--- src/rtl/missing_duplicated_word_lanes.sv ---
// ---------------------------------------------------------------------------
// missing_duplicated_word_lanes
//
// Purpose:
//    Holds N words of W bits in a write-port state array. On a start request
//    it scans the array L entries per cycle and builds per-value occurrence
//    flags (seen, seen-more-than-once, odd parity). One cycle after the scan
//    it reports the lowest value that qualifies in the requested mode (odd
//    count, missing, duplicated), how many values qualify, and a one-cycle
//    valid pulse.
//
// Ports:
//    clk            clock
//    rst            asynchronous active-high reset
//    state_upt      write strobe for the state array
//    state_id       write index (< N)
//    state_dat      write data
//    cntrl_start    start a scan (sampled only when idle)
//    cntrl_mode     0 odd-count, 1 missing, 2 duplicated, 3 treated as 0
//    cntrl_abort    (only with MISSING_DUPLICATED_WORD_LANES_ABORT_EN)
//                   abandon the current scan, keep previous results
//    cntrl_busy_r   scan in progress
//    cntrl_vld_r    one-cycle pulse when results are updated
//    cntrl_found_r  at least one value qualified
//    cntrl_dat_r    lowest qualifying value, 0 if none
//    cntrl_cnt_r    number of qualifying values
//
// Optional feature macro: MISSING_DUPLICATED_WORD_LANES_ABORT_EN
// ---------------------------------------------------------------------------
module missing_duplicated_word_lanes #(
   parameter int W = 5,
   parameter int N = 17,
   parameter int L = 2,
   parameter int V = 2**W
) (
   input  logic                        clk,
   input  logic                        rst,
   input  logic                        state_upt,
   input  logic [$clog2(N)-1:0]        state_id,
   input  logic [W-1:0]                state_dat,
   input  logic                        cntrl_start,
   input  logic [1:0]                  cntrl_mode,
`ifdef MISSING_DUPLICATED_WORD_LANES_ABORT_EN
   input  logic                        cntrl_abort,
`endif
   output logic                        cntrl_busy_r,
   output logic                        cntrl_vld_r,
   output logic                        cntrl_found_r,
   output logic [W-1:0]                cntrl_dat_r,
   output logic [$clog2(2**W+1)-1:0]   cntrl_cnt_r
);

   localparam int NV  = 2**W;
   localparam int B   = (N + L - 1) / L;
   localparam int BW  = $clog2(B + 1);
   localparam int IDW = $clog2(N);
   localparam int IW  = $clog2(N) + 1;
   localparam int CW  = $clog2(2**W + 1);

   typedef enum logic [1:0] {
      IDLE,
      SCAN,
      RESOLVE
   } scanState_e;

   scanState_e        state_q;
   logic [BW-1:0]     beat_q;
   logic [1:0]        mode_q;
   logic [NV-1:0]     seen_q, multi_q, par_q;
   logic [NV-1:0]     seen_d, multi_d, par_d;
   logic              busy_q, vld_q, found_q;
   logic [W-1:0]      dat_q;
   logic [CW-1:0]     cnt_q;

   logic [W-1:0]      mem_q [N];

   logic [IW-1:0]     laneIdx [L];
   logic              laneVld [L];
   logic [W-1:0]      laneDat [L];

   logic [NV-1:0]     hitVec, twoVec, oddVec;
   logic [NV-1:0]     vMask, qualify;
   logic [W-1:0]      lowestVal;
   logic [CW-1:0]     popCount;

   // The state array is a plain write port with no reset; its contents
   // survive reset so the agent does not need to reload after recovery.
   always_ff @(posedge clk) begin
      if (state_upt) begin
         mem_q[state_id] <= state_dat;
      end
   end

   // Lane addressing for the current beat. The index is kept one bit wider
   // than the array index so the last, partial beat cannot wrap around and
   // alias a low entry; lanes past the end are masked and read as zero.
   always_comb begin
      for (int k = 0; k < L; k++) begin
         laneIdx[k] = IW'(beat_q) * IW'(L) + IW'(k);
         laneVld[k] = (laneIdx[k] < IW'(N));
         laneDat[k] = laneVld[k] ? mem_q[laneIdx[k][IDW-1:0]] : '0;
      end
   end

   // Per-value occurrence summary for this beat. Walking the lanes in order,
   // a value matching a second time sets its "two or more" bit, so several
   // lanes carrying the same value in one beat are counted correctly. The
   // odd bit toggles per match, giving the low bit of the lane count.
   always_comb begin
      hitVec = '0;
      twoVec = '0;
      oddVec = '0;
      for (int v = 0; v < NV; v++) begin
         for (int k = 0; k < L; k++) begin
            if (laneVld[k] && (laneDat[k] == W'(v))) begin
               twoVec[v] = twoVec[v] | hitVec[v];
               hitVec[v] = 1'b1;
               oddVec[v] = ~oddVec[v];
            end
         end
      end
      seen_d  = seen_q | hitVec;
      multi_d = multi_q | (seen_q & hitVec) | twoVec;
      par_d   = par_q ^ oddVec;
   end

   // Result selection from the finished flags: pick the qualifying vector
   // for the latched mode, then find its lowest set bit and its popcount.
   // Missing mode only looks at values below V.
   always_comb begin
      vMask = '0;
      for (int v = 0; v < NV; v++) begin
         vMask[v] = (v < V);
      end
      case (mode_q)
         2'd1:    qualify = ~seen_q & vMask;
         2'd2:    qualify = multi_q;
         default: qualify = par_q;
      endcase
      lowestVal = '0;
      for (int v = NV - 1; v >= 0; v--) begin
         if (qualify[v]) begin
            lowestVal = W'(v);
         end
      end
      popCount = '0;
      for (int v = 0; v < NV; v++) begin
         popCount = popCount + CW'(qualify[v]);
      end
   end

   // Control FSM with registered outputs. Accepting a start clears the
   // flags and beat counter; each SCAN cycle folds one beat into the flags;
   // RESOLVE captures the result and pulses valid as it returns to IDLE.
   // Starts arriving while busy are simply not looked at.
   always_ff @(posedge clk or posedge rst) begin
      if (rst) begin
         state_q <= IDLE;
         beat_q  <= '0;
         mode_q  <= '0;
         seen_q  <= '0;
         multi_q <= '0;
         par_q   <= '0;
         busy_q  <= 1'b0;
         vld_q   <= 1'b0;
         found_q <= 1'b0;
         dat_q   <= '0;
         cnt_q   <= '0;
      end else begin
         vld_q <= 1'b0;
`ifdef MISSING_DUPLICATED_WORD_LANES_ABORT_EN
         if ((state_q != IDLE) && cntrl_abort) begin
            state_q <= IDLE;
            busy_q  <= 1'b0;
         end else
`endif
         begin
            case (state_q)
               IDLE: begin
                  if (cntrl_start) begin
                     mode_q  <= cntrl_mode;
                     seen_q  <= '0;
                     multi_q <= '0;
                     par_q   <= '0;
                     beat_q  <= '0;
                     busy_q  <= 1'b1;
                     state_q <= SCAN;
                  end
               end
               SCAN: begin
                  seen_q  <= seen_d;
                  multi_q <= multi_d;
                  par_q   <= par_d;
                  if (beat_q == BW'(B - 1)) begin
                     state_q <= RESOLVE;
                  end else begin
                     beat_q <= beat_q + 1'b1;
                  end
               end
               RESOLVE: begin
                  found_q <= |qualify;
                  dat_q   <= lowestVal;
                  cnt_q   <= popCount;
                  vld_q   <= 1'b1;
                  busy_q  <= 1'b0;
                  state_q <= IDLE;
               end
               default: begin
                  state_q <= IDLE;
                  busy_q  <= 1'b0;
               end
            endcase
         end
      end
   end

   assign cntrl_busy_r  = busy_q;
   assign cntrl_vld_r   = vld_q;
   assign cntrl_found_r = found_q;
   assign cntrl_dat_r   = dat_q;
   assign cntrl_cnt_r   = cnt_q;

endmodule
--- config.mk ---
export PLATFORM = sky130hd
export DESIGN_NAME = missing_duplicated_word_lanes
export DESIGN_NICKNAME = d
export VERILOG_FILES = /design/src/rtl/missing_duplicated_word_lanes.sv
export SDC_FILE = /design/constraint.sdc
export NUM_CORES = 1
export LEC_CHECK = 0
export BUFFER_PORTS_ARGS = -buffer_cell sky130_fd_sc_hd__buf_4
export CORE_AREA = 8 8 163 203
export CTS_BUF_LIST = sky130_fd_sc_hd__clkbuf_4
export DETAILED_ROUTE_END_ITERATION = 8
export DIE_AREA = 0 0 171 211
export MAX_ROUTING_LAYER = met4
export RECOVER_POWER = 100
export SLEW_MARGIN = 0
export SYNTH_ARGS = -nofsm -noshare
export SYNTH_HDL_FRONTEND = slang
export SYNTH_SLANG_ARGS = --single-unit
--- constraint.sdc ---
create_clock -name clk -period 5.4 [get_ports clk]
set_input_delay 0.27 -clock clk [delete_from_list [all_inputs] [get_ports clk]]
set_output_delay 0.27 -clock clk [all_outputs]
set_load 0.005 [all_outputs]
# ---- Yosys cells after proc, flatten, opt, wreduce, memory -nomap -nowiden
# Memories as Yosys holds them, arrays and structs flattened.
# Cells that the tools add are included.
dict set report totals {
  register_bits 118
  inputBits 16
  ram_bits 85
  output_inout_bits 14
  word_cells 408
  mem_count 1
}
# name words width read_ports rd_clocked_by_memory_dff write_ports line
set memory_table {}
lappend memory_table {mem_q 17 5 2 0 1 75} ;# logic [W-1:0] mem_q [N];
dict set report op_classes {
  n_eq_ne 70
  n_reduce_logical 74
  add_sub_neg 33
  order_cmp 2
  bitwise 39
  muxes 178
}
# op count
set op_table {}
lappend op_table {{32-bit one-hot mux with 2 select lines} 4}
lappend op_table {{5-bit 2-to-1 mux} 34}
lappend op_table {{5-bit == test (second input constant)} 32}
lappend op_table {{6-bit by 1-bit adder with 6-bit output} 26}
lappend op_table {{1-bit 2-to-1 mux} 132}
lappend op_table {{32-bit OR} 3}
lappend op_table {{5-bit by 4-bit == test with 1-bit output (second input constant)} 16}
lappend op_table {{1-bit logical AND} 64}
lappend op_table {{5-bit by 3-bit == test with 1-bit output (second input constant)} 8}
lappend op_table {{1-bit NOT} 33}
lappend op_table {{32-bit bitwise AND} 1}
lappend op_table {{32-bit 2-to-1 mux} 1}
lappend op_table {{32-bit NOT} 1}
lappend op_table {{32-bit OR reduction} 1}
lappend op_table {{32-bit XOR} 1}
lappend op_table {{5-bit by 2-bit == test with 1-bit output (second input constant)} 4}
lappend op_table {{5-bit by 1-bit == test with 1-bit output (second input constant)} 2}
lappend op_table {{5-bit zero test} 2}
lappend op_table {{4-bit 2-to-1 mux} 2}
lappend op_table {{4-bit one-hot mux with 2 select lines} 1}
lappend op_table {{2-bit AND reduction} 4}
lappend op_table {{5-bit by 1-bit adder with 6-bit output} 1}
lappend op_table {{5-bit by 1-bit adder with 6-bit output (second input constant)} 1}
lappend op_table {{6-bit by 5-bit < comparator with 1-bit output (second input constant)} 1}
lappend op_table {{16 further kinds} 21}

# ---- Depth between registers and ports, before layout
# Gate-level depths: netlist of the first run.
dict set report depth {
  depth_word 34
  ltp_mapped 24
  ltp_nobuf 22
}

# ---- Worst setup path before layout of the first run
# No wires, ideal clock.
dict set report synth_timing {
  path_type {register to register}
  startpoint {register mode_q[0]}
  endpoint {register cnt_q[4], in the netlist cntrl_cnt_r[4]}
  stages_incl_launch_ff 23
  n_path_buf 2
  t_required_ns 5.317
  arrival_ns 5.604
  setup_time_ns 0.083
  path_slack_ns -0.286
  period_less_slack_ns 5.686
  cell_sequence {dfrtp_1 inv_1 ha_1 clkbuf_1 inv_1 clkbuf_1 a31oi_1 inv_1 fa_1 fa_1 fa_1 fa_1 fa_1 inv_1 fa_1 ha_1 inv_1 fa_1 inv_1 a21o_1 a21oi_1 xor2_1 o21ai_0}
}
dict set report synth_between {
  elab_chain_len 33
  elab_cells_between_ends 34
  classes_between {add/sub (31); eq/ne (2); mux (1)}
}
# item line
set synth_lines {}
lappend synth_lines {{from (decl)} 68} ;# logic [1:0] mode_q;
lappend synth_lines {{from (signal assigned)} 181} ;# mode_q <= cntrl_mode;
lappend synth_lines {{2-bit == test / 2-bit by 1-bit == test with 1-bit output (equally long branches)} 135} ;# case (mode_q)
lappend synth_lines {{32-bit one-hot mux with 2 select lines (*)} 135}
lappend synth_lines {{1-bit by 1-bit adder with 2-bit output} 148} ;# popCount = popCount + CW'(qualify[v]);
lappend synth_lines {{2-bit by 1-bit adder with 3-bit output} 148}
lappend synth_lines {{3-bit by 1-bit adder with 4-bit output} 148}
lappend synth_lines {{4-bit by 1-bit adder with 5-bit output} 148}
lappend synth_lines {{5-bit by 1-bit adder with 6-bit output} 148}
lappend synth_lines {{6-bit by 1-bit adder with 6-bit output (25 in series)} 148}
lappend synth_lines {{6-bit by 1-bit adder with 6-bit output (*)} 148}
lappend synth_lines {{to (signal assigned)} 203} ;# cnt_q <= popCount;
lappend synth_lines {{to (decl)} 73} ;# logic [CW-1:0] cnt_q;
# Mark *: on every way between the ends. The rest lies on a longest branch, timed or not.
# A chain may end at the register's enable or synchronous reset.

# ---- Worst setup path in the final report of the first run
dict set report layout_timing {
  startpoint {register mode_q[1]}
  endpoint {register cnt_q[4], in the netlist cntrl_cnt_r[4]}
}
# Same word-level chain as after synthesis.

==> impl_metrics.csv, run 1 <==
group,metric,value,unit
die,dieArea,36100,um2
routing,firstDrtPassIters,6,
clock_tree,cts_sinks,203,
logic_synthesis,synth_top_area_cell,"dfrtp_1",
routing,wl_met1,12.6,mm
hold_path,hp-class,"input pin to flip-flop",
logic_synthesis,synth_common_cells,"nand2_1, dfrtp_1, o21ai_0",
sta,rsz0062_at_grt,"yes",
logic_synthesis,yosys.area.top_type_share,25.1,%
worst_setup_path,rr_startpoint,"mode_q[1]",
final_layout,nets,1438,
worst_setup_path,r2r-end,"cntrl_cnt_r[4]",
die,coreArea,29800,um2
clock_tree,clk_path_buf_depth,3,
sta,tightestPinTransition,2.79,ns
routing,vias_per_cell,5.13,
placement,gp_congestion,0.895,
logic_synthesis,async_reset_ff_share,58.1,%
worst_setup_path,cp.required,5.94,ns
placement,dp_hpwl,22.0,mm
worst_setup_path,crit_fanout,17,
routing,wl_met3,1.31,mm
sta,holdWs,0.116,ns
logic_synthesis,ys_types,57,
worst_setup_path,r2r_setup_slack,-0.07,ns
sta,maxSlewViolCount,121,
logic_synthesis,ys_ff_latch,203,
placement,portBuffers,29,
worst_setup_path,cp-startpoint,"mode_q[1]",
die,fp.dieW,171,um
worst_setup_path,cp_data_arrival_time,6.01,ns
worst_setup_path,cp-endpoint,"cntrl_cnt_r[4]",
clock_tree,clk_latency,0.73,ns
logic_synthesis,yosysWarningCount,0,
outcome,status,"finished, violations left",
worst_setup_path,worstSetupStartpointType,"flip-flop",
sta,skew,0.0921,ns
outcome,failed_checks,"capacitance limit, slew limit, setup timing",
routing,post_drt_wl_per_cell,17.3,um
global_routing,grt_pass1_vias,9326,
sta,fmax,183,MHz
logic_synthesis,synth_area_leaders,"dfrtp_1, edfxtp_1, ha_1",
die,die_y,211,um
sta,hold_viol,0,
global_routing,antenna_found_initial,1,
placement,dpl_cell_area,12700,um2
final_layout,drive_gt1_share,19.7,%
logic_synthesis,yosysSeqAreaShare,46.8,%
die,rows,71,
routing,vias,9047,
routing,ant_nets,0,
logic_synthesis,synthCells,1216,
global_routing,grt_usage,17.8,%
routing,drc,0,
routing,wl,30.4,mm
clock_tree,numCtsBuffers,54,
sta,min_period,5.47,ns
clock_tree,h-tree-depth,2,
final_layout,final_area,13700,um2
flow_run,max-cap-violations,2,
global_routing,grt_max_degree,70,
clock_tree,tritoncts,"built",
global_routing,grt.overflow.total,0,
logic_synthesis,synth-main-ff-cell,"dfrtp_1",
routing,highest_layer,"met4",
logic_synthesis,avgSynthCellArea,9.68,um2
sta,layout_setup_ws,-0.0688,ns
routing,drt_iter0_markers,421,
logic_synthesis,synth_area,11800,um2
die,start_util,39.4,%
worst_setup_path,crit_type,"flip-flop to flip-flop",
sta,finalSetupViolCount,1,
hold_path,hold_depth,2,
worst_setup_path,reg2regPathDepth,19,
global_routing,grt_pass1_wl,49.2,mm
logic_synthesis,synth_most_common_cell,"nand2_1",
final_layout,final_cell_count_no_fill,1763,
final_layout,area_growth,16.4,%
hold_path,min_from,"state_id[4]",
logic_synthesis,synth_edf_count,85,
placement,placed_cells,1645,
sta,period_share,101,%
logic_synthesis,syn-num-nets,1333,
clock_tree,cts-root-buf,"clkbuf_4",
sta,slew_headroom,-87.0,%
die,io_pins,30,
worst_setup_path,crit_path_end_kind,"flip-flop",
routing,wl_met2,15.3,mm
clock_tree,path_clk_slew,0.06,ns
how the worst min path moves through the flow:
| stage | endpoint |
|---|---|
| 6_report | mem_q[16][4] |
| 5_1_grt | mem_q[16][4] |
| 4_1_cts | mem_q[16][4] |
| 3_5_place_dp | cntrl_cnt_r[0] |
| 3_3_place_gp | multi_q[18] |
| 2_1_floorplan | mem_q[0][0] |
cell families (layout without fill, tap and decap cells):
family | count (synthesis) | after routing | synth area share (%)
compound gates | 238 | 238 | 11.9
xor+xnor | 5 | 5 | 0.372
fa+ha+maj | 101 | 101 | 12.2
buf+inv | 173 | 318 | 5.74
flops | 203 | 203 | 46.8
mux | 26 | 26 | 4.01
other cells | 0 | 1 | 0
simple gates | 470 | 470 | 19.0
cells in the final DEF (no fill, tap or decap), types with 14 or more instances in the layout:
master    instances
nand2_1         215
dfrtp_1         118
o21ai_0         110
clkbuf_4         92
inv_1            89
edfxtp_1         85
ha_1             73
nor2_1           63
buf_4            51
nand3_1          49
nand2b_1         47
a21oi_1          42
inv_2            36
nor2b_1          35
nor3_1           17
fa_1             17
mux4_2           16
clkinv_1         15
a31oi_1          14
layout make-up:
cell class | count | area [um2]
clock inverter | 18 | 71.3
tap | 401 | 502
antenna | 1 | 2.50
sequential | 203 | 5510
fill | 2905 | 16100
multi-input combinational | 840 | 5750
timing repair buffer | 96 | 806
inverter | 126 | 474
clock buffer | 78 | 586
critical path: stages (launching register included):
cell and delay, ns:
dfrtp_1 0.42, ha_4 0.33, inv_2 0.05, buf_12 0.15, a31o_4 0.23, fa_1 0.51
fa_2 0.59, fa_1 0.45, fa_2 0.49, fa_2 0.54, inv_2 0.04, fa_2 0.54
ha_4 0.14, inv_2 0.04, fa_2 0.37, inv_1 0.07, a21o_1 0.12, a21oi_2 0.06
xor2_1 0.13, o21ai_1 0.07
flip-flops by register name, indices dropped and copies added, names as in the netlist:
register and flops:
cntrl_busy_r 1, mode_q 2, cntrl_dat_r 5, state_q 2
cntrl_cnt_r 6, seen_q 32, cntrl_found_r 1, mem_q 85
par_q 32, cntrl_vld_r 1, multi_q 32, beat_q 4
what timing repair did:
item,in CTS,in global routing
setup buffers,0,10
endpoints found under the setup margin,3,5
endpoints found under the hold margin,153,0
hold buffers,10,0
pin swaps,1,12
resized for setup,6,43
gates cloned,1,1
stage by stage:
stage | utilization, % | TNS (ns) | setup WS, ns
3_3_place_gp | 42.6 | -0.0569 | -0.0569
3_5_place_dp | 42.6 | -0.212 | -0.145
2_1_floorplan | - | -0.0154 | -0.0154
6_report | 45.9 | -0.0688 | -0.0688
4_1_cts | 45.4 | -0.0239 | -0.0239
5_1_grt | 45.9 | -0.321 | -0.231
metal layers:
| layer | global-route usage [%] | vias to the layer above |
|---|---|---|
| met4 | 7.87 | 0 |
| met5 | - | - |
| li1 | - | 4379 |
| met3 | 3.22 | 85 |
| met1 | 19.9 | 4354 |
| met2 | 30.6 | 229 |
Power of run 1 is not shown: default switching activity piles up to over one toggle a cycle in this logic, so the estimate is an artifact.
==> run 2, diff against run 1 <==
- ABC_AREA: unset -> 1
- CORE_AREA: 8 8 163 203 -> 8 8 162 202
- DIE_AREA: 0 0 171 211 -> 0 0 170 210
==> impl_metrics.csv, run 2 <==
group,metric,value,unit
outcome,status,"finished, violations left",
outcome,failed_checks,"capacitance limit, slew limit, setup timing",
die,start_util,39.3,%
logic_synthesis,ys_ff_latch,203,
final_layout,multi_input_area,5140,um2
clock_tree,h-tree-depth,2,
worst_setup_path,cp_data_arrival_time,6.02,ns
global_routing,grt_pass1_wl,50.8,mm
die,io_pins,30,
clock_tree,cts-root-buf,"clkbuf_4",
final_layout,drive_gt1_share,18.4,%
clock_tree,path_clk_slew,0.06,ns
die,dieArea,35700,um2
logic_synthesis,ys_types,43,
die,coreArea,29700,um2
worst_setup_path,worstSetupStartpointType,"flip-flop",
routing,ant_nets,0,
sta,min_period,5.48,ns
hold_path,min_from,"cntrl_start",
logic_synthesis,synth_edf_count,85,
logic_synthesis,synthCells,1270,
clock_tree,numCtsBuffers,55,
global_routing,antenna_found_initial,1,
sta,fmax,182,MHz
final_layout,layout_commonest_cell,"nor2_1",
sta,maxSlewViolCount,167,
sta,finalSetupViolCount,4,
final_layout,area_growth,15.0,%
die,fp.dieW,170,um
placement,portBuffers,29,
routing,vias_per_cell,5.19,
sta,rsz0062_at_grt,"yes",
logic_synthesis,yosysSeqAreaShare,47.2,%
sta,layout_setup_ws,-0.0813,ns
hold_path,hp-class,"input pin to flip-flop",
global_routing,grt.overflow.total,0,
logic_synthesis,yosysWarningCount,0,
clock_tree,clk_latency,0.68,ns
final_layout,nets,1486,
final_layout,regArea,5510,um2
placement,dp_slack,-0.124,ns
worst_setup_path,reg2regPathDepth,23,
final_layout,largest_register,"mem_q",
final_layout,final_cell_mix,"nor2_1, inv_1, o21ai_0, dfrtp_1, nand2_1",
sta,hold_viol,0,
hold_path,hold_path_end,"state_q[0]",
final_layout,fin_util,45.2,%
sta,period_share,102,%
die,die_y,210,um
final_layout,largest_reg_flops,85,
logic_synthesis,synth_top_area_cell,"dfrtp_1",
sta,skew,0.0418,ns
worst_setup_path,cp.required,5.93,ns
hold_path,hold_depth,5,
logic_synthesis,synth_area,11700,um2
logic_synthesis,async_reset_ff_share,58.1,%
sta,finalSetupTns,-0.205,ns
routing,drc,0,
routing,firstDrtPassIters,5,
clock_tree,tritoncts,"built",
global_routing,grt_max_degree,77,
worst_setup_path,crit_path_end_kind,"flip-flop",
clock_tree,clk_path_buf_depth,3,
logic_synthesis,synth-main-ff-cell,"dfrtp_1",
logic_synthesis,synth_common_cells,"nor2_1, inv_1, o21ai_0",
worst_setup_path,r2r-end,"cntrl_cnt_r[3]",
placement,dp_hpwl,21.6,mm
worst_setup_path,rr_startpoint,"mode_q[0]",
die,rows,71,
routing,vias,9398,
flow_run,max-cap-violations,4,
global_routing,grt_pass1_vias,9563,
sta,slew_headroom,-106,%
final_layout,n_fill_cell,2949,
worst_setup_path,r2r_setup_slack,-0.08,ns
logic_synthesis,synth_area_leaders,"dfrtp_1, edfxtp_1, ha_1",
logic_synthesis,avgSynthCellArea,9.18,um2
global_routing,grt_usage,18.4,%
logic_synthesis,syn-num-nets,1387,
sta,tightestPinTransition,3.07,ns
logic_synthesis,yosys.area.top_type_share,25.3,%
placement,gp_congestion,0.892,
logic_synthesis,synth_most_common_cell,"nor2_1",
routing,drt_iter0_markers,655,
worst_setup_path,crit_type,"flip-flop to flip-flop",
sta,holdWs,0.102,ns
routing,wl,31.5,mm
worst_setup_path,crit_fanout,4,
routing,post_drt_wl_per_cell,17.4,um
clock_tree,cts_sinks,203,
-- run 2: timing repair --
item	in CTS	in global routing
resized for setup	17	9
pin swaps	5	9
endpoints found under the hold margin	159	0
setup endpoints to repair	3	4
gates cloned	1	0
hold buffers	10	0
setup buffers	8	3
-- run 2: worst max-delay path: stages, from the launching register on --
cell      delay, ns
dfrtp_1        0.39
inv_2          0.09
ha_4           0.25
buf_4          0.15
a221oi_2       0.22
a21oi_2        0.12
fa_1           0.53
xor2_1         0.15
inv_1          0.09
ha_4           0.15
a31o_2         0.21
inv_2          0.05
fa_1           0.42
fa_1           0.56
fa_1           0.43
fa_1           0.52
inv_1          0.05
ha_1           0.27
nand2_1        0.06
nor2_1         0.05
a211oi_2       0.23
buf_4          0.15
xor2_1         0.13
o21ai_1        0.07
-- run 2: area by class of cell --
class / instances / share of cell area (%)
Clock buffer: 80 / 4.48
Timing Repair inverter: 1 / 0.0653
Tap cell: 401 / 3.74
Timing Repair Buffer: 95 / 5.15
Sequential cell: 203 / 41.1
Antenna cell: 1 / 0.0187
Multi-Input combinational cell: 786 / 38.3
Clock inverter: 18 / 0.737
Inverter: 227 / 6.46
-- run 2: layer usage --
metal	global-route usage (%)	up-vias	share of wire (%)
li1	-	4518	-
met1	21.4	4506	41
met2	31.0	290	50
met3	2.96	84	5.0
met4	8.27	0	4.1
met5	-	-	0
-- run 2: cells by family (layout without fill, tap and decap cells) --
family	count (synthesis)	count (layout)	share of synthesized area, %
compound gates	356	356	19.6
xor+xnor	3	3	0.225
fa+ha+maj	101	101	12.3
buf+inv	281	421	9.70
flops	203	203	47.2
other cells	0	1	0
simple gates	326	326	11.0
-- run 2: per-stage QoR --
stage / cell area (um2) / instances
finish: 13400 / 1812
global route: 13400 / 1812
CTS: 13400 / 1808
detailed placement: 12500 / 1691
global placement: 12500 / 1691
floorplan: 11700 / 1270
-- run 2: worst max path at each step --
stage,startpoint,to,depth (start not counted)
after CTS,mode_q[1],cntrl_cnt_r[5],23
after floorplan,mode_q[0],cntrl_cnt_r[5],29
final,mode_q[0],cntrl_cnt_r[3],23
after global placement,mode_q[1],cntrl_cnt_r[4],22
after global routing,mode_q[0],cntrl_cnt_r[3],23
after detailed placement,mode_q[1],cntrl_cnt_r[4],26
Power of run 2 is left out for the same reason.
==> run 3, diff against run 2 <==
- HOLD_SLACK_MARGIN: unset -> 0.06
- clock period: 5.4 -> 7 ns (I/O delays scaled with it)
==> impl_metrics.csv, run 3 (synthesis gave the netlist of run 2 again) <==
group,metric,value,unit
outcome,status,"finished, violations left",
outcome,failed_checks,"capacitance limit, slew limit",
final_layout,nets,1440,
routing,drt_iter0_markers,562,
die,io_pins,30,
global_routing,grt_pass1_wl,50.1,mm
worst_setup_path,critPathSlowestCell,"fa_1",
sta,min_period,6.20,ns
die,coreArea,29700,um2
final_layout,n_fill_cell,3039,
die,start_util,39.3,%
die,rows,71,
routing,drc,0,
clock_tree,clk_path_buf_depth,3,
global_routing,grt.overflow.total,0,
sta,skew,0.0253,ns
sta,fmax,161,MHz
worst_setup_path,cp.required,7.55,ns
worst_setup_path,crit_chain,"inv_1 -> ha_1 -> inv_2 -> clkbuf_1 -> o21ai_2 -> fa_1 -> fa_1 -> fa_1 -> fa_1 -> fa_1 -> inv_1 -> fa_1 -> ha_1 -> inv_1 -> fa_1 -> inv_1 -> a21oi_1 -> nor2_1 -> nor2_1 -> xnor2_1 -> nand2_1 -> nand2_1",
worst_setup_path,worstSetupStartpointType,"flip-flop",
final_layout,area_growth,10.9,%
clock_tree,h-tree-depth,2,
sta,maxSlewViolCount,292,
sta,tightestPinTransition,4.19,ns
hold_path,hp-class,"input pin to flip-flop",
final_layout,layout_commonest_cell,"nor2_1",
clock_tree,tritoncts,"built",
worst_setup_path,cp-startpoint,"mode_q[0]",
worst_setup_path,crit_type,"flip-flop to flip-flop",
die,dieArea,35700,um2
worst_setup_path,cp_data_arrival_time,6.75,ns
global_routing,antenna_found_initial,1,
clock_tree,clk_latency,0.68,ns
worst_setup_path,crit_fanout,28,
routing,firstDrtPassIters,5,
placement,dp_slack,0.995,ns
routing,vias_per_cell,5.17,
final_layout,largest_register,"mem_q",
placement,portBuffers,29,
final_layout,drive_gt1_share,14.1,%
clock_tree,postCtsSetupBuffers,0,
global_routing,grt_pass1_vias,9336,
sta,slew_headroom,-179,%
sta,hold_viol,0,
global_routing,grt_max_degree,98,
sta,period_share,88.5,%
worst_setup_path,rr_startpoint,"mode_q[0]",
clock_tree,cts-root-buf,"clkbuf_4",
global_routing,grt_usage,18.1,%
sta,finalSetupTns,0,ns
routing,vias,9133,
placement,dp_hpwl,21.0,mm
sta,rsz0062_at_grt,"no",
routing,ant_nets,0,
worst_setup_path,cpMostUsedCell,"fa_1",
hold_path,min_from,"cntrl_start",
placement,placed_cells,1657,
worst_setup_path,cp_slowest_stage_delay,0.58,ns
clock_tree,path_clk_slew,0.07,ns
clock_tree,cts_sinks,203,
worst_setup_path,crit_path_end_kind,"flip-flop",
routing,wl,30.7,mm
final_layout,final_cell_count_no_fill,1766,
sta,layout_setup_ws,0.804,ns
routing,post_drt_wl_per_cell,17.4,um
die,fp.dieW,170,um
final_layout,largest_reg_flops,85,
flow_run,max-cap-violations,5,
die,die_y,210,um
final_layout,final_cell_mix,"nor2_1, inv_1, o21ai_0, dfrtp_1, nand2_1",
placement,gp_congestion,0.953,
sta,finalSetupViolCount,0,
clock_tree,numCtsBuffers,55,
==> run 3: cell count changes in the layout (fill, tap and decap cells not counted), sizes merged <==
cell	before	now
clkinv	23	17
buf	61	13
inv	221	220
clkbuf	104	113
==> run 3: cell type report <==
class                      instances  area, um2  area share [%]
clock buffer                      86        646            4.99
inverter                         227        853            6.60
clock inverter                    12       72.6           0.561
sequential                       203       5510            42.6
tap                              401        502            3.88
multi-input combinational        786       5020            38.8
timing repair buffer              50        338            2.61
antenna                            1       2.50          0.0193
==> run 3: path summary, 6_finish.rpt <==
path	depth (start not counted)	endpoint	slack, ns
setup / recovery	22	cntrl_cnt_r[4]	0.80
hold / removal	5	state_q[0]	0.20
setup reg to reg	22	cntrl_cnt_r[4]	0.80
hold reg to reg	2	cntrl_cnt_r[4]	0.48
max in group asynchronous	4	multi_q[17]	2.04
min in group asynchronous	3	seen_q[29]	1.08
==> run 3: what timing repair did <==
item,CTS,global route
hold buffers,10,0
endpoints found under the hold margin,155,0
resized for setup,0,0
==> run 3: metal layers <==
metal | up-vias | track usage [%] | routed length [um]
met3 | 65 | 2.71 | 1170
met5 | - | - | 0
met2 | 215 | 30.5 | 15400
met1 | 4431 | 21.6 | 13200
met4 | 0 | 7.09 | 960
li1 | 4422 | - | -
==> run 3: worst max-delay path: cells and delay by family (launching register included) <==
family                   cells  cell delay (ns)
AO/OA/AOI/OAI                2             0.22
buffers and inverters        6             1.19
flip-flops                   1             0.35
AND/OR/NAND/NOR              4             0.24
adder cells (fa/ha/maj)      9             3.95
XOR/XNOR                     1             0.11
==> run 3: metrics by stage <==
| stage | util (%) | hold slack, ns | area, um2 |
|---|---|---|---|
| after floorplan | - | 0.449 | 11700 |
| after global placement | 41.1 | 0.464 | 12200 |
| after detailed placement | 41.1 | 0.464 | 12200 |
| after CTS | 43.9 | 0.159 | 13000 |
| after global routing | 43.6 | 0.220 | 12900 |
| final | 43.6 | 0.203 | 12900 |
Power of run 3 is left out for the same reason.
